==> config.mk <==
export PLATFORM = sky130hd
export DESIGN_NAME = key_debounce_array
export DESIGN_NICKNAME = d
export VERILOG_FILES = /design/src/rtl/key_pkg.sv /design/src/rtl/key_debounce_ch.sv /design/src/rtl/key_debounce_array.sv
export SDC_FILE = /design/constraint.sdc
export NUM_CORES = 1
export LEC_CHECK = 0
export BUFFER_PORTS_ARGS = -buffer_cell sky130_fd_sc_hd__buf_2
export CORE_ASPECT_RATIO = 2
export CORE_UTILIZATION = 40
export CTS_CLUSTER_DIAMETER = 80
export DETAILED_ROUTE_END_ITERATION = 8
export PLACE_DENSITY = 0.62
export SETUP_SLACK_MARGIN = 0.2
export SLEW_MARGIN = 20
export SYNTH_ARGS = -nofsm -noshare
export SYNTH_HDL_FRONTEND = slang
export SYNTH_SLANG_ARGS = --single-unit
==> constraint.sdc <==
create_clock -name clk -period 2.7 [get_ports clk]
set_clock_uncertainty 0.15 [all_clocks]
set_input_delay 0.27 -clock clk [delete_from_list [all_inputs] [get_ports clk]]
set_output_delay 0.27 -clock clk [all_outputs]
set_load 0.01 [all_outputs]
==> src/rtl/key_pkg.sv <==
// rtl/key_pkg.sv - shared state type and helpers for the key debounce array
// Purpose: per-channel FSM state encoding (Gray order) and a level decoder.
// Ports: none (package).
package key_pkg;

  // Gray sequence IDLE -> FILTER0 -> DOWN -> FILTER1 -> IDLE flips one bit per step.
  typedef enum logic [1:0] {
    ST_IDLE    = 2'b00,
    ST_FILTER0 = 2'b01,
    ST_DOWN    = 2'b11,
    ST_FILTER1 = 2'b10
  } key_state_t;

  // Debounced level: 1 = released (IDLE/FILTER0), 0 = pressed (DOWN/FILTER1).
  function automatic logic level_of(key_state_t s);
    return (s == ST_IDLE) || (s == ST_FILTER0);
  endfunction

endpackage

==> src/rtl/key_debounce_ch.sv <==
// rtl/key_debounce_ch.sv - one debounce channel: synchronizer, FSM, counter, pulses
// Purpose: filter a raw key pin into a stable level plus press/release/long-press pulses.
// Ports:
//   clk, rst_n      clock, asynchronous active-low reset
//   key_in          raw key pin
//   key_level       debounced level (1 = released, 0 = pressed)
//   press_pulse     one-cycle pulse on accepted press
//   release_pulse   one-cycle pulse on accepted release
//   long_press      one-cycle pulse once per press after the long-press time
//   key_state       current FSM state
module key_debounce_ch
  import key_pkg::*;
#(
  parameter int DEBOUNCE_CYCLES   = 2500000,
  parameter int LONG_PRESS_CYCLES = 50000000,
  parameter int ACTIVE_LOW        = 1
) (
  input  logic       clk,
  input  logic       rst_n,
  input  logic       key_in,
  output logic       key_level,
  output logic       press_pulse,
  output logic       release_pulse,
  output logic       long_press,
  output logic [1:0] key_state
);

  localparam int CW = (LONG_PRESS_CYCLES > 1) ? $clog2(LONG_PRESS_CYCLES) : 1;
  localparam logic [CW-1:0] DEB_LAST  = CW'(DEBOUNCE_CYCLES - 1);
  localparam logic [CW-1:0] LONG_LAST = CW'(LONG_PRESS_CYCLES - 1);

  // Conditioned pin is always active-low so the released value is 1.
  logic key_cond;
  assign key_cond = (ACTIVE_LOW != 0) ? key_in : ~key_in;

  logic sync1, sync2;
  always_ff @(posedge clk or negedge rst_n) begin
    if (!rst_n) begin
      sync1 <= 1'b1;
      sync2 <= 1'b1;
    end else begin
      sync1 <= key_cond;
      sync2 <= sync1;
    end
  end

  logic p;
  assign p = ~sync2;

  key_state_t    state;
  logic [CW-1:0] cnt;
  logic          long_done;

  always_ff @(posedge clk or negedge rst_n) begin
    if (!rst_n) begin
      state         <= ST_IDLE;
      cnt           <= '0;
      long_done     <= 1'b0;
      press_pulse   <= 1'b0;
      release_pulse <= 1'b0;
      long_press    <= 1'b0;
    end else begin
      press_pulse   <= 1'b0;
      release_pulse <= 1'b0;
      long_press    <= 1'b0;
      case (state)
        ST_IDLE: begin
          if (p) begin
            state <= ST_FILTER0;
            cnt   <= '0;
          end
        end
        ST_FILTER0: begin
          if (!p) begin
            state <= ST_IDLE;
            cnt   <= '0;
          end else if (cnt == DEB_LAST) begin
            state       <= ST_DOWN;
            cnt         <= '0;
            press_pulse <= 1'b1;
          end else begin
            cnt <= cnt + CW'(1);
          end
        end
        ST_DOWN: begin
          if (!p) begin
            state <= ST_FILTER1;
            cnt   <= '0;
          end else if (cnt != LONG_LAST) begin
            cnt <= cnt + CW'(1);
          end else if (!long_done) begin
            // Counter parks at LONG_LAST; long_done keeps this to one pulse per press.
            long_done  <= 1'b1;
            long_press <= 1'b1;
          end
        end
        ST_FILTER1: begin
          if (p) begin
            // Release bounce: back to DOWN, long_done survives so no repeat long_press.
            state <= ST_DOWN;
            cnt   <= '0;
          end else if (cnt == DEB_LAST) begin
            state         <= ST_IDLE;
            cnt           <= '0;
            release_pulse <= 1'b1;
            long_done     <= 1'b0;
          end else begin
            cnt <= cnt + CW'(1);
          end
        end
        default: begin
          state <= ST_IDLE;
          cnt   <= '0;
        end
      endcase
    end
  end

  assign key_level = level_of(state);
  assign key_state = state;

endmodule

==> src/rtl/key_debounce_array.sv <==
// rtl/key_debounce_array.sv - array of independent key debounce channels
// Purpose: N_KEYS fully independent debounce channels, one per key pin.
// Ports:
//   clk, rst_n      clock, asynchronous active-low reset
//   key_in          raw key pins, one bit per channel
//   key_level       debounced levels (1 = released, 0 = pressed)
//   press_pulse     per-channel accepted-press pulses
//   release_pulse   per-channel accepted-release pulses
//   long_press      per-channel long-press pulses
//   key_state       per-channel FSM state, channel i at [2i+1:2i]
module key_debounce_array #(
  parameter int N_KEYS            = 4,
  parameter int DEBOUNCE_CYCLES   = 2500000,
  parameter int LONG_PRESS_CYCLES = 50000000,
  parameter int ACTIVE_LOW        = 1
) (
  input  logic                  clk,
  input  logic                  rst_n,
  input  logic [N_KEYS-1:0]     key_in,
  output logic [N_KEYS-1:0]     key_level,
  output logic [N_KEYS-1:0]     press_pulse,
  output logic [N_KEYS-1:0]     release_pulse,
  output logic [N_KEYS-1:0]     long_press,
  output logic [2*N_KEYS-1:0]   key_state
);

  for (genvar i = 0; i < N_KEYS; i++) begin : g_ch
    key_debounce_ch #(
      .DEBOUNCE_CYCLES  (DEBOUNCE_CYCLES),
      .LONG_PRESS_CYCLES(LONG_PRESS_CYCLES),
      .ACTIVE_LOW       (ACTIVE_LOW)
    ) u_ch (
      .clk          (clk),
      .rst_n        (rst_n),
      .key_in       (key_in[i]),
      .key_level    (key_level[i]),
      .press_pulse  (press_pulse[i]),
      .release_pulse(release_pulse[i]),
      .long_press   (long_press[i]),
      .key_state    (key_state[2*i +: 2])
    );
  end

endmodule
# Word level (Yosys, flattened, before mapping)
# Cells that the tools add are included.
[totals]
regBits = 136
out_inout_bits = 24
wordCells = 228
input_bits = 6
[classes]
n_eq_ne = 56
muxes = 112
n_addsub = 4
reduce_logical = 24
[ops]
columns = ["operator", "n"]
rows = [
  ["2-to-1 mux 26 bit", 24],
  ["case mux 26 bit (4 select lines)", 4],
  ["adder 26 x 1 -> 26 bit, second input constant", 4],
  ["equality test 26 x 22 -> 1 bit, second input constant", 4],
  ["inequality test 26 bit, second input constant", 4],
  ["2-to-1 mux 1 bit", 52],
  ["2-to-1 mux 2 bit", 24],
  ["case mux 2 bit (4 select lines)", 4],
  ["inequality test 2 x 1 -> 1 bit, second input constant", 12],
  ["inequality test 2 bit, second input constant", 12],
  ["inequality test 3 x 1 -> 1 bit, second input constant", 8],
  ["AND reduction 5 bit", 4],
  ["equality test 2 bit, second input constant", 8],
  ["AND reduction 4 bit", 4],
  ["inequality test 3 bit, second input constant", 4],
  ["equality test 2 x 1 -> 1 bit, second input constant", 4],
  ["logical NOT 2 bit", 4],
  ["case mux 1 bit (2 select lines)", 4],
  ["AND reduction 2 bit", 4],
  ["nonzero test 2 bit", 4],
  ["logical OR 1 bit", 4],
]

# Longest topological paths before layout
# Gate-level depths: netlist of the first run.
[logic_depth]
word_depth = 4
ltp_mapped = 9
ltp_nobuf = 8

# Cells and area by module
# From an unflattened synthesis of the first run, not the netlist that was laid out.
[hier_totals]
hier_cells = 890
hier_area_um2 = 8081.5
[modules_own_cells]
columns = ["mod", "seq_area_each_um2", "instances", "area_each_um2", "cells_each"]
rows = [
  ["key_debounce_ch (g_ch[1].u_ch ...)", 853.3, 2, 2039.5, 228],
  ["key_debounce_ch (g_ch[3].u_ch)", 853.3, 1, 2053.2, 217],
  ["key_debounce_ch (g_ch[0].u_ch)", 853.3, 1, 1949.4, 217],
]

# Least setup slack after synthesis of the first run
# OpenSTA, ideal clock, no wires.
[synth_path]
path_kind = "reg2reg"
from = "register g_ch[1].u_ch.cnt[0]"
to = "register g_ch[1].u_ch.cnt[25]"
path_stages_with_launch = 8
setup_time_ns = 0.079
path_slack_ns = 0.247
arrival_time_ns = 2.224
path_buffers = 0
period_less_slack_ns = 2.453
required_ns = 2.471
cell_sequence = "dfrtp_1 ha_1 and4_1 and4_1 a311o_1 a21o_1 or4_1 mux2i_1"
[synth_via]
elab_chain_cells = 4
word_cells_on_any_way = 11
cone_classes = "add/sub (1); eq/ne (3); mux (6); reduce/logical (1)"
[synth_rtl]
columns = ["item", "line", "rtl"]
rows = [
  ["from (decl)", "key_debounce_ch.sv:51", "logic [CW-1:0] cnt;"],
  ["from (signal assigned)", "key_debounce_ch.sv:82", "cnt <= cnt + CW'(1);"],
  ["from (signal assigned)", "key_debounce_ch.sv:90", "cnt <= cnt + CW'(1);"],
  ["from (signal assigned)", "key_debounce_ch.sv:108", "cnt <= cnt + CW'(1);"],
  ["adder 26 x 1 -> 26 bit / equality test 26 x 22 -> 1 bit (equally long branches)", "n/a", ""],
  ["2-to-1 mux 26 bit, on equally long branches", "key_debounce_ch.sv:77, key_debounce_ch.sv:102, key_debounce_ch.sv:89", ""],
  ["2-to-1 mux 26 bit, on equally long branches", "key_debounce_ch.sv:98, key_debounce_ch.sv:86, key_debounce_ch.sv:74", ""],
  ["case mux 26 bit (4 select lines)", "key_debounce_ch.sv:66", "case (state)"],
]
# Several ways; a longest one is shown, not always the timed one. The select of a mux whose other input is x is not followed.
# A chain may end at the register's enable or synchronous reset.

# Worst setup path in the final report of the first run
[layout_path]
from = "register g_ch[0].u_ch.cnt[14]"
to = "register g_ch[0].u_ch.cnt[19]"
[layout_via]
elab_chain_cells = 4
word_cells_on_any_way = 11
cone_classes = "add/sub (1); eq/ne (3); mux (6); reduce/logical (1)"
[layout_rtl]
columns = ["item", "line"]
rows = [
  ["from (decl)", "key_debounce_ch.sv:51"],
  ["from (signal assigned)", "key_debounce_ch.sv:82"],
  ["from (signal assigned)", "key_debounce_ch.sv:90"],
  ["from (signal assigned)", "key_debounce_ch.sv:108"],
  ["adder 26 x 1 -> 26 bit / equality test 26 x 22 -> 1 bit (equally long branches)", "n/a"],
  ["2-to-1 mux 26 bit, on equally long branches", "key_debounce_ch.sv:77, key_debounce_ch.sv:102, key_debounce_ch.sv:89"],
  ["2-to-1 mux 26 bit, on equally long branches", "key_debounce_ch.sv:98, key_debounce_ch.sv:86, key_debounce_ch.sv:74"],
  ["case mux 26 bit (4 select lines)", "key_debounce_ch.sv:66"],
]
# Several ways; a longest one is shown, not always the timed one. The select of a mux whose other input is x is not followed.

==> results of run 1 <==
per-stage QoR:
step                TNS (ns)  hold WS [ns]  area (sq um)
global placement     -0.0154         0.116          9020
detailed placement   -0.0360         0.114          9020
floorplan                  0        -0.176          8220
global route               0         0.208         10100
CTS                        0         0.207          9770
finish                     0         0.189         10100
layer usage:
layer,vias up,share of wire
met5,-,0
met4,0,0.070
met3,111,0.034
met2,230,0.55
met1,3678,0.35
li1,3610,-
final cells by class:
cell class / instances / area [sq um]
Multi-Input combinational cell: 691 / 4540
Inverter: 51 / 191
Fill cell: 1869 / 9940
Clock buffer: 24 / 482
Timing Repair Buffer: 133 / 1010
Sequential cell: 136 / 3410
Clock inverter: 8 / 97.6
Tap cell: 262 / 328
state kept, by name, summed over array words and instances, names as in the netlist:
| name | count |
|---|---|
| g_ch.u_ch.long_done | 4 |
| g_ch.u_ch.press_pulse | 4 |
| g_ch.u_ch.release_pulse | 4 |
| g_ch.u_ch.long_press | 4 |
| g_ch.u_ch.sync2 | 4 |
| g_ch.u_ch.key_state | 8 |
| g_ch.u_ch.cnt | 104 |
| g_ch.u_ch.sync1 | 4 |
cells in the final DEF (no fill, tap or decap), types with 24 or more instances in the layout:
cell / instances
buf_2: 29
nor2_1: 59
nand4_1: 34
a22o_1: 25
nand3_1: 65
and3_1: 24
a21oi_1: 61
dfrtp_1: 128
inv_1: 50
buf_4: 87
or3_1: 30
nand2_1: 84
o21ai_0: 43
kinds of logic (layout without fill, tap and decap cells):
logic type | count (synthesis) | after routing | synth area share
flops | 136 | 136 | 0.415
compound gates | 239 | 239 | 0.192
simple gates | 414 | 414 | 0.279
fa+ha+maj | 24 | 24 | 0.0365
mux | 14 | 14 | 0.0175
buf+inv | 104 | 216 | 0.0604
power breakdown:
group	total (mW)	internal (mW)	switching, mW
registers	2.27	2.15	0.119
logic	2.77	1.17	1.60
clock network	2.34	1.43	0.917
total	7.39	4.75	2.64
worst max-delay path, cell delays in order (launching register included):
cell      delay (ns)
dfrtp_1         0.38
or4b_4          0.55
nand4b_1        0.34
o311ai_4        0.44
a21oi_4         0.15
buf_6           0.17
a21o_1          0.15
a22o_1          0.17
worst min path at each step:
stage / from / endpoint / cells past startpoint
floorplan: rst_n / g_ch[0].u_ch.cnt[0]$_DFFE_PN0P_ / 0
global placement: rst_n / g_ch[2].u_ch.key_state[0]$_DFFE_PN0P_ / 1
detailed placement: rst_n / g_ch[2].u_ch.key_state[0]$_DFFE_PN0P_ / 1
CTS: g_ch[1].u_ch.sync1$_DFF_PN1_ / g_ch[1].u_ch.sync2$_DFF_PN1_ / 0
global route: g_ch[1].u_ch.sync1$_DFF_PN1_ / g_ch[1].u_ch.sync2$_DFF_PN1_ / 0
finish: rst_n / g_ch[2].u_ch.cnt[18]$_DFFE_PN0P_ / 2
repair_timing:
item,in CTS,in global routing
hold endpoints to repair,54,0
buffers inserted,4,11
resized for setup,17,36
endpoints found under the setup margin,77,87
pin swaps,5,12
cloned,0,3
hold buffers,5,0
synthesized netlist by cell type (6+ instances only):
cell	count	area share
a21oi_1	62	0.038
nand2_1	85	0.039
nand3_1	65	0.040
or3_1	32	0.024
o21ai_0	45	0.027
buf_2	10	0.0061
nand4_1	34	0.026
ha_1	24	0.037
nor4bb_1	6	0.0073
nand2b_1	7	0.0053
a22o_1	25	0.027
dfstp_2	8	0.026
nor4_1	11	0.0084
clkbuf_1	19	0.0087
o311ai_0	9	0.0096
or2_2	14	0.011
nor4b_1	8	0.0085
nor3_1	13	0.0079
o31ai_1	7	0.0064
nor2b_1	6	0.0046
and3_1	24	0.018
dfrtp_1	128	0.39
buf_4	17	0.016
and4_1	12	0.013
mux2i_1	11	0.013
inv_1	51	0.023
a21o_1	21	0.019
and2_1	10	0.0076
a211oi_1	8	0.0073
o21ai_1	20	0.012
nor2_1	61	0.028
==> metrics.md, run 1 <==
| Metric | Value |
|---|---|
| Busiest grt layer | `met2` |
| Area of the mapped netlist | `around 0.008 sq mm` |
| Slew HR | `0.571` |
| Global-route wire length before repair | `around 39000 um` |
| Area grow syn2layout | `22.5%` |
| RR Endpoint | `g_ch[0].u_ch.cnt[19]$_DFFE_PN0P_` |
| Top FF cell, synth | `dfrtp_1` |
| CTS tree | `built` |
| Final #Nets | `between 1000 and 1500` |
| Via density | `approximately 5.8` |
| R2R Path Start | `g_ch[0].u_ch.cnt[14]$_DFFE_PN0P_` |
| Final period util | `0.971` |
| Routed length per placed instance | `approximately 19 um` |
| Sequential-to-total area share from yosys stat | `0.415` |
| Initial Util | `0.411` |
| Number of synthesized register bits | `136` |
| Final non-filler cell total | `approximately 1300` |
| Max Freq | `381 MHz` |
| Leak | `about 4.4 nW` |
| Gpl congestion | `0.912` |
| Rows | `73` |
| Number of remaining DRC errors | `0` |
| Antenna Nets Post-Route | `0` |
| H-tree Lvls | `4` |
| Tmin final | `2.62 ns` |
| Port Buffers | `29` |
| Grt ovf | `0` |
| Antenna diodes | `0` |
| Power density relative to cell area | `around 730 mW/mm^2` |
| Final Power | `7.39 mW` |
| Final Util | `0.503` |
| Peak VDD IR | `between 0.0006 and 0.0007 V` |
| Clock root cell | `clkbuf_16` |
| Final Hold Violating Endpoints | `0` |
| Avg Cell Area, Syn | `approximately 8.8 sq um` |
| Total Die Area | `between 0.02 and 0.025 sq mm` |
| All-Layer GR Usage | `0.241` |
| Largest net degree at the start of global routing | `between 50 and 60` |
| Worst Path Arrival | `~2.8 ns` |
| Clk Latency, worst-skew pair | `around 0.45 ns` |
| Hold Path Class | `in -> async` |
| Unrepaired setup endpoints after global routing | `yes` |
| Critical Path Start Type | `flop` |
| Die Wd | `slightly above 100 um` |
| Vias post-DR | `about 7600` |
| GRT met2 Usage | `0.450` |
| Dpl ws | `-0.0360 ns` |
| Syn Inst Count | `931` |
| Placed insts | `1250` |
| CTS sink count | `about 140` |
| DIE HEIGHT | `205 um` |
| IO Count | `30` |
| Drt first pass iters | `5` |
| Fraction of layout cells with a size suffix above 1 | `0.211` |
| Setup crit end | `g_ch[0].u_ch.cnt[19]$_DFFE_PN0P_` |
| Worst path required time | `approximately 2.9 ns` |
| Critical path origin | `g_ch[0].u_ch.cnt[14]$_DFFE_PN0P_` |
| Worst Tran Pin Value | `0.638 ns` |
| Longest Clk Path Bufs | `2` |
| R2R Setup Slk | `0.08 ns` |
| Grt met3 use | `0.0474` |
| Status | `finished clean` |
| Crit path max fanout | `9` |
| Total core area | `0.0200 sq mm` |
| Initial DRC Count | `335` |
| EDFF count, synth | `0` |
| Syn Nets | `roughly 960` |
| Crit end category | `flop` |
| Dpl hpwl | `around 17000 um` |
| Setup Viol. Count Final | `0` |
| Crit path kind | `reg -> reg` |
| Grt met1 use | `0.228` |
| Setup slack after layout | `around 0.077 ns` |
| Clock slew at reported path FFs | `~0.06 ns` |
| TritonCTS buffer count | `17` |
| Final Slew Violations | `0` |
| Final wirelength | `around 24000 um` |
| Vias in the first global route | `approximately 7700` |
| Antenna violations before repair | `0` |
| YS warnings | `0` |
| Reg2Reg Depth | `7` |
| Async S/R FF share, synth | `1.00` |
| Synth cell types | `71` |
| Max-Cap Viols | `0` |
Power figures use the tool's default switching activity.
==> run 2, diff against run 1 <==
CTS_CLUSTER_SIZE = 10   (was not set)
PLACE_DENSITY = 0.64   (was 0.62)
SETUP_SLACK_MARGIN = 0.5   (was 0.2)
clock period = 2.3 ns   (was 2.7 ns; I/O delays follow)
==> run 2 against run 1 <==
Compared with the run above: the run now ends with setup timing left; critical path type unchanged; die area unchanged; global-route usage up 2.1 points; sequential share of layout area down 6.8 points; critical endpoint is now g_ch[1].u_ch.cnt[12]$_DFFE_PN0P_; register-to-register slack worse by 0.31 ns.
==> metrics.md, run 2 (same netlist as run 1, synthesis figures left out) <==
| Metric | Value |
|---|---|
| Worst Tran Pin Value | `0.507 ns (was 0.638 ns)` |
| Unrepaired setup endpoints after global routing | `yes (unchanged)` |
| Gpl congestion | `0.907 (was 0.912)` |
| Antenna diodes | `0 (unchanged)` |
| R2R Path Start | `g_ch[1].u_ch.cnt[1]$_DFFE_PN0P_ (was g_ch[0].u_ch.cnt[14]$_DFFE_PN0P_)` |
| Most common cell after layout, fill and taps aside | `buf_4 (was dfrtp_1)` |
| CTS sink count | `136 (unchanged)` |
| Tmin final | `2.53 ns (was 2.62 ns)` |
| Global-route wire length before repair | `42400 um (was 38700 um)` |
| All-Layer GR Usage | `0.262 (was 0.241)` |
| Total core area | `0.0200 sq mm (unchanged)` |
| Routed length per placed instance | `18.1 um (was 18.5 um)` |
| TritonCTS buffer count | `17 (unchanged)` |
| R2R Setup Slk | `-0.23 ns (was 0.08 ns)` |
| Port Buffers | `29 (unchanged)` |
| Most flops, register | `g_ch.u_ch.cnt (unchanged)` |
| Slowest-stage cell, CP | `or4_4 (was or4b_4)` |
| CTS tree | `built (unchanged)` |
| Fraction of layout cells with a size suffix above 1 | `0.443 (was 0.211)` |
| Longest Clk Path Bufs | `2 (unchanged)` |
| Hold Path Class | `in -> async (unchanged)` |
| Most frequent cells in the layout | `buf_4, dfrtp_1, nand2_1 (was dfrtp_1, buf_4, nand2_1)` |
| Final instance area | `0.0127 sq mm (was 0.0101 sq mm)` |
| Rows | `73 (unchanged)` |
| Worst path required time | `2.47 ns (was 2.88 ns)` |
| Worst stage delay on the critical path | `0.60 ns (was 0.55 ns)` |
| Final Slew Violations | `0 (unchanged)` |
| Clock slew at reported path FFs | `0.06 ns (about the same)` |
| Max Freq | `396 MHz (was 381 MHz)` |
| Dpl hpwl | `16300 um (was 17000 um)` |
| Vias post-DR | `8489 (was 7629)` |
| Final Hold Violating Endpoints | `0 (unchanged)` |
| Max-Cap Viols | `0 (unchanged)` |
| Status | `finished with violations (was finished clean)` |
| Initial Util | `0.411 (unchanged)` |
| Final wirelength | `26300 um (was 24100 um)` |
| Max reg flops | `104 (unchanged)` |
| Setup slack after layout | `-0.228 ns (was 0.0774 ns)` |
| RR Endpoint | `g_ch[1].u_ch.cnt[12]$_DFFE_PN0P_ (was g_ch[0].u_ch.cnt[19]$_DFFE_PN0P_)` |
| Largest net degree at the start of global routing | `52 (was 54)` |
| Reg2Reg Depth | `11 (was 7)` |
| Crit end category | `flop (unchanged)` |
| Slew HR | `0.662 (was 0.571)` |
| Worst Path Arrival | `2.70 ns (was 2.81 ns)` |
| Critical Path Start Type | `flop (unchanged)` |
| Failing checks | `setup timing` |
| Crit path kind | `reg -> reg (unchanged)` |
| Clock root cell | `clkbuf_16 (unchanged)` |
| Vias in the first global route | `8836 (was 7699)` |
| Initial DRC Count | `413 (was 335)` |
| Antenna violations before repair | `0 (unchanged)` |
| DIE HEIGHT | `205 um (unchanged)` |
| Grt ovf | `0 (unchanged)` |
| Die Wd | `103 um (unchanged)` |
| Final #Nets | `1207 (was 1060)` |
| Final period util | `1.10 (was 0.971)` |
| Leak | `5.58 nW (was 4.41 nW)` |
| Drt first pass iters | `6 (was 5)` |
| Total Die Area | `0.0212 sq mm (unchanged)` |
| Setup Viol. Count Final | `75 (was 0)` |
| Clk Latency, worst-skew pair | `0.44 ns (was 0.45 ns)` |
| Peak VDD IR | `0.000709 V (was 0.000606 V)` |
| Dpl ws | `-0.148 ns (was -0.0360 ns)` |
| Via density | `5.85 (about the same)` |
| Power density relative to cell area | `921 mW/mm^2 (was 734 mW/mm^2)` |
| Post-Place Cell Area | `0.0101 sq mm (was 0.00902 sq mm)` |
| Antenna Nets Post-Route | `0 (unchanged)` |
| Area grow syn2layout | `53.9% (was 22.5%)` |
| IO Count | `30 (unchanged)` |
| Number of remaining DRC errors | `0 (unchanged)` |
| H-tree Lvls | `4 (unchanged)` |
| Cells along the critical path | `ha_4 -> buf_6 -> nand4_1 -> or4_4 -> o31ai_4 -> buf_6 -> buf_12 -> buf_12 -> a21oi_4 -> nand3_1 -> o21ai_1 (was or4b_4 -> nand4b_1 -> o311ai_4 -> a21oi_4 -> buf_6 -> a21o_1 -> a22o_1)` |
| Crit path max fanout | `6 (was 9)` |
[run 2: changes by cell type in the layout (fill, tap and decap cells not counted), sizes merged]
cell      before  now
or2           15   16
buf          127  270
clkinv         3    1
bufinv         2    7
clkinvlp       3    4
clkbuf        25   20
nor2          61   64
a21oi         64   65
[run 2: per-layer routing]
| metal | track usage | vias to the layer above | share of wire |
|---|---|---|---|
| met5 | 0 | - | 0 |
| met4 | 0.197 | 0 | 0.055 |
| met3 | 0.0508 | 112 | 0.038 |
| met2 | 0.467 | 273 | 0.55 |
| met1 | 0.260 | 4182 | 0.36 |
| li1 | - | 3922 | - |
[run 2: repair_timing]
| item | in CTS | in global routing |
|---|---|---|
| endpoints found under the setup margin | 131 | 131 |
| pin swaps | 89 | 42 |
| cloned | 7 | 0 |
| hold endpoints to repair | 53 | 0 |
| setup buffers | 72 | 15 |
| hold buffers | 5 | 0 |
| resized for setup | 208 | 52 |
[run 2: cell type report]
| class | count | area (sq um) |
|---|---|---|
| Fill cell | 1521 | 7350 |
| Multi-Input combinational cell | 696 | 5540 |
| Sequential cell | 136 | 3420 |
| Timing Repair Buffer | 275 | 2450 |
| Clock buffer | 20 | 457 |
| Tap cell | 262 | 328 |
| Clock inverter | 12 | 245 |
| Inverter | 51 | 206 |
[run 2: worst max-delay path, delay by kind of cell (launching register included)]
family / cells / cell delay, ns
AOI/OAI and AO/OA: 3 / 0.34
adders and majority gates: 1 / 0.16
buffers and inverters: 4 / 0.49
DFF: 1 / 0.40
and+or+nand+nor: 3 / 0.88
[run 2: stage by stage]
stage               power [mW]  utilization  hold WS (ns)  std cells  setup TNS (ns)
floorplan                 5.23            -        -0.216        931           -1.05
global placement          6.28        0.503        0.0775       1321           -2.47
detailed placement        6.34        0.503        0.0784       1321           -4.38
CTS                       11.3        0.614         0.173       1437           -5.92
global route              12.2        0.633         0.209       1452          -15.88
finish                    11.7        0.633         0.161       1452           -9.65
[run 2: power by group]
part / switching, mW / internal (mW)
Sequential: 0.148 / 2.53
Clock: 1.10 / 2.20
Combinational: 2.84 / 2.84
[run 2: worst max path at each step]
stage                                      from                               end  slack, ns  depth (start not counted)
2_1_floorplan  g_ch[0].u_ch.cnt[14]$_DFFE_PN0P_  g_ch[0].u_ch.cnt[23]$_DFFE_PN0P_      -0.07                          7
3_3_place_gp    g_ch[1].u_ch.cnt[1]$_DFFE_PN0P_  g_ch[1].u_ch.cnt[25]$_DFFE_PN0P_      -0.11                          8
3_5_place_dp    g_ch[1].u_ch.cnt[1]$_DFFE_PN0P_  g_ch[1].u_ch.cnt[25]$_DFFE_PN0P_      -0.15                          8
4_1_cts        g_ch[0].u_ch.cnt[14]$_DFFE_PN0P_  g_ch[0].u_ch.cnt[23]$_DFFE_PN0P_      -0.16                          7
6_report        g_ch[1].u_ch.cnt[1]$_DFFE_PN0P_  g_ch[1].u_ch.cnt[12]$_DFFE_PN0P_      -0.23                         11
5_1_grt         g_ch[1].u_ch.cnt[1]$_DFFE_PN0P_  g_ch[1].u_ch.cnt[12]$_DFFE_PN0P_      -0.30                         11
==> run 3, diff against run 2 <==
CORE_ASPECT_RATIO = not set   (was 2)
TNS_END_PERCENT = 10   (was not set)
==> run 3 against run 2 <==
Compared with the run above: the flow still finishes with violations (setup timing); combinational power is 29% lower; sequential share of layout area is 3.4 points higher; sequential power hardly changed; non-clock buffer count is 48 lower; critical path depth is 4 lower; clock power is 14% lower; clock-buffer cell count is 2 lower; core utilization is 7.7 points lower; sequential cell count stayed put; design area is 11% lower; register-to-register slack better by 0.04 ns; first-iteration DRC count is 68% higher; critical endpoint is now g_ch[0].u_ch.cnt[14]$_DFFE_PN0P_.
==> metrics.md, run 3 (same netlist as run 1, synthesis figures left out) <==
| Metric | Value |
|---|---|
| Status | `finished with violations (unchanged)` |
| Failing checks | `setup timing (unchanged)` |
| Global-route wire length before repair | `37500 um (was 42400 um)` |
| Worst Path Arrival | `2.65 ns (was 2.70 ns)` |
| Setup Viol. Count Final | `57 (was 75)` |
| Final Power | `9.55 mW (was 11.7 mW)` |
| Fraction of layout cells with a size suffix above 1 | `0.333 (was 0.443)` |
| Grt met3 use | `0.0420 (was 0.0508)` |
| Busiest grt layer | `met2 (unchanged)` |
| Antenna Nets Post-Route | `0 (unchanged)` |
| IO Count | `30 (unchanged)` |
| CTS sink count | `136 (unchanged)` |
| DIE HEIGHT | `145 um (was 205 um)` |
| Grt ovf | `0 (unchanged)` |
| Crit path kind | `reg -> reg (unchanged)` |
| CP Depth | `7 (was 11)` |
| Min Hold Slack | `0.157 ns (was 0.161 ns)` |
| Vias in the first global route | `7701 (was 8836)` |
| All-Layer GR Usage | `0.218 (was 0.262)` |
| Via density | `5.62 (was 5.85)` |
| Area grow syn2layout | `36.4% (was 53.9%)` |
| Routed length per placed instance | `16.0 um (was 18.1 um)` |
| Final #Nets | `1154 (was 1207)` |
| Filler cells | `1786 (was 1521)` |
| Drt first pass iters | `5 (was 6)` |
| Clock slew at reported path FFs | `0.06 ns (about the same)` |
| Crit end category | `flop (unchanged)` |
| Final Slew Violations | `0 (unchanged)` |
| Slowest-stage cell, CP | `or4b_4 (was or4_4)` |
| Leak | `4.96 nW (was 5.58 nW)` |
| Buf/Inv on CP | `1 (was 4)` |
| Critical Path Start Type | `flop (unchanged)` |
| Vias post-DR | `7910 (was 8489)` |
| Clk Latency, worst-skew pair | `0.43 ns (was 0.44 ns)` |
| Critical path origin | `g_ch[0].u_ch.cnt[14]$_DFFE_PN0P_ (was g_ch[1].u_ch.cnt[1]$_DFFE_PN0P_)` |
| Area of the multi-input gates | `0.00485 sq mm (was 0.00554 sq mm)` |
| Tmin final | `2.49 ns (was 2.53 ns)` |
| Port Buffers | `29 (unchanged)` |
| Initial DRC Count | `692 (was 413)` |
| Final Hold Violating Endpoints | `0 (unchanged)` |
| Antenna violations before repair | `0 (unchanged)` |
| R2R Setup Slk | `-0.19 ns (was -0.23 ns)` |
| CTS tree | `built (unchanged)` |
| Die Wd | `145 um (was 103 um)` |
| Total Die Area | `0.0211 sq mm (was 0.0212 sq mm)` |
| RR Endpoint | `g_ch[0].u_ch.cnt[14]$_DFFE_PN0P_ (was g_ch[1].u_ch.cnt[12]$_DFFE_PN0P_)` |
| Crit path max fanout | `12 (was 6)` |
| Worst path required time | `2.46 ns (was 2.47 ns)` |
| Antenna diodes | `0 (unchanged)` |
| Cells along the critical path | `or4b_4 -> nand4b_1 -> o41ai_2 -> a21oi_2 -> buf_6 -> a21o_1 -> a22o_1 (was ha_4 -> buf_6 -> nand4_1 -> or4_4 -> o31ai_4 -> buf_6 -> buf_12 -> buf_12 -> a21oi_4 -> nand3_1 -> o21ai_1)` |
| Gpl congestion | `0.894 (was 0.907)` |
| Hold Path Class | `in -> async (unchanged)` |
| Power density relative to cell area | `852 mW/mm^2 (was 921 mW/mm^2)` |
| Cell family with most CP delay | `compound AO/OA/AOI/OAI gates (was simple AND/OR/NAND/NOR gates)` |
| Largest net degree at the start of global routing | `50 (was 52)` |
| Initial Util | `0.408 (was 0.411)` |
| Worst stage delay on the critical path | `0.54 ns (was 0.60 ns)` |
| Setup crit end | `g_ch[0].u_ch.cnt[14]$_DFFE_PN0P_ (was g_ch[1].u_ch.cnt[12]$_DFFE_PN0P_)` |
| Dpl hpwl | `15400 um (was 16300 um)` |
| Max Freq | `402 MHz (was 396 MHz)` |
| Setup slack after layout | `-0.190 ns (was -0.228 ns)` |
| TritonCTS buffer count | `17 (unchanged)` |
| Most flops, register | `g_ch.u_ch.cnt (unchanged)` |
| Final period util | `1.08 (was 1.10)` |
| R2R Path Start | `g_ch[0].u_ch.cnt[14]$_DFFE_PN0P_ (was g_ch[1].u_ch.cnt[1]$_DFFE_PN0P_)` |
| GRT met2 Usage | `0.355 (was 0.467)` |
| Peak VDD IR | `0.000705 V (was 0.000709 V)` |
| Reg2Reg Depth | `7 (was 11)` |
| Slew HR | `0.648 (was 0.662)` |
| Grt met1 use | `0.289 (was 0.260)` |
| Most common cell after layout, fill and taps aside | `buf_4 (unchanged)` |
| Clock root cell | `clkbuf_16 (unchanged)` |
| Worst Tran Pin Value | `0.524 ns (was 0.507 ns)` |
| Total core area | `0.0202 sq mm (was 0.0200 sq mm)` |
| Number of remaining DRC errors | `0 (unchanged)` |
| Unrepaired setup endpoints after global routing | `yes (unchanged)` |
| Max-Cap Viols | `0 (unchanged)` |
| Longest Clk Path Bufs | `2 (unchanged)` |
| Max reg flops | `104 (unchanged)` |
| H-tree Lvls | `4 (unchanged)` |
| Most frequent cells in the layout | `buf_4, dfrtp_1, nand2_1 (unchanged)` |
| Final wirelength | `22500 um (was 26300 um)` |
| FF+latch area | `0.00342 sq mm (about the same)` |
| Rows | `52 (was 73)` |
## run 3: cell types whose count changed in the layout (fill, tap and decap cells not counted), sizes merged, moves of 2 or more
cell and delta:
inv +3, bufinv -4, buf -48, nor2 -3
clkbuf -2, clkinv +3
## run 3: final cells by class
cell class,count,area share
tap,270,0.0301
clock inverter,14,0.0155
clock buffer,18,0.0383
multi-input combinational,691,0.433
timing repair buffer,227,0.161
inverter,51,0.0173
sequential,136,0.305
## run 3: worst min path at each step
stage | from | to | slack [ns] | cells after the start
6_report | rst_n | g_ch[2].u_ch.long_press$_DFF_PN0_ | 0.16 | 2
3_3_place_gp | rst_n | g_ch[2].u_ch.long_press$_DFF_PN0_ | 0.06 | 1
5_1_grt | g_ch[0].u_ch.sync1$_DFF_PN1_ | g_ch[0].u_ch.sync2$_DFF_PN1_ | 0.21 | 0
3_5_place_dp | rst_n | g_ch[2].u_ch.long_press$_DFF_PN0_ | 0.06 | 1
2_1_floorplan | rst_n | g_ch[0].u_ch.cnt[0]$_DFFE_PN0P_ | -0.22 | 0
4_1_cts | rst_n | g_ch[2].u_ch.long_press$_DFF_PN0_ | 0.18 | 2
## run 3: per-stage QoR
step / util / setup TNS [ns] / std cells / cell area, sq um / worst slack (ns)
5_1_grt: 0.556 / -12.91 / 1407 / 11200 / -0.262
2_1_floorplan: - / -1.67 / 931 / 8280 / -0.0768
3_5_place_dp: 0.493 / -8.67 / 1365 / 9940 / -0.208
6_report: 0.556 / -6.13 / 1407 / 11200 / -0.190
4_1_cts: 0.544 / -5.33 / 1406 / 11000 / -0.181
3_3_place_gp: 0.493 / -2.79 / 1365 / 9940 / -0.112
## run 3: power by group
group          total, mW  switching [mW]  internal, mW
Combinational       4.04            2.12          1.92
Clock               2.84            1.12          1.71
Sequential          2.67           0.139          2.53
Total               9.55            3.38          6.17
## run 3: what timing repair did
action,CTS,global route
gates resized for setup,108,49
cloned,1,0
pin swaps,37,29
setup buffers,3,1
hold buffers,5,0
hold endpoints to repair,50,0
endpoints found under the setup margin,132,132
## run 3: per-layer routing
layer  wire length (um)  up-vias
li1                   -     3817
met1              10400     3853
met2              10800      197
met3                824       43
met4                477        0
met5                  0        -
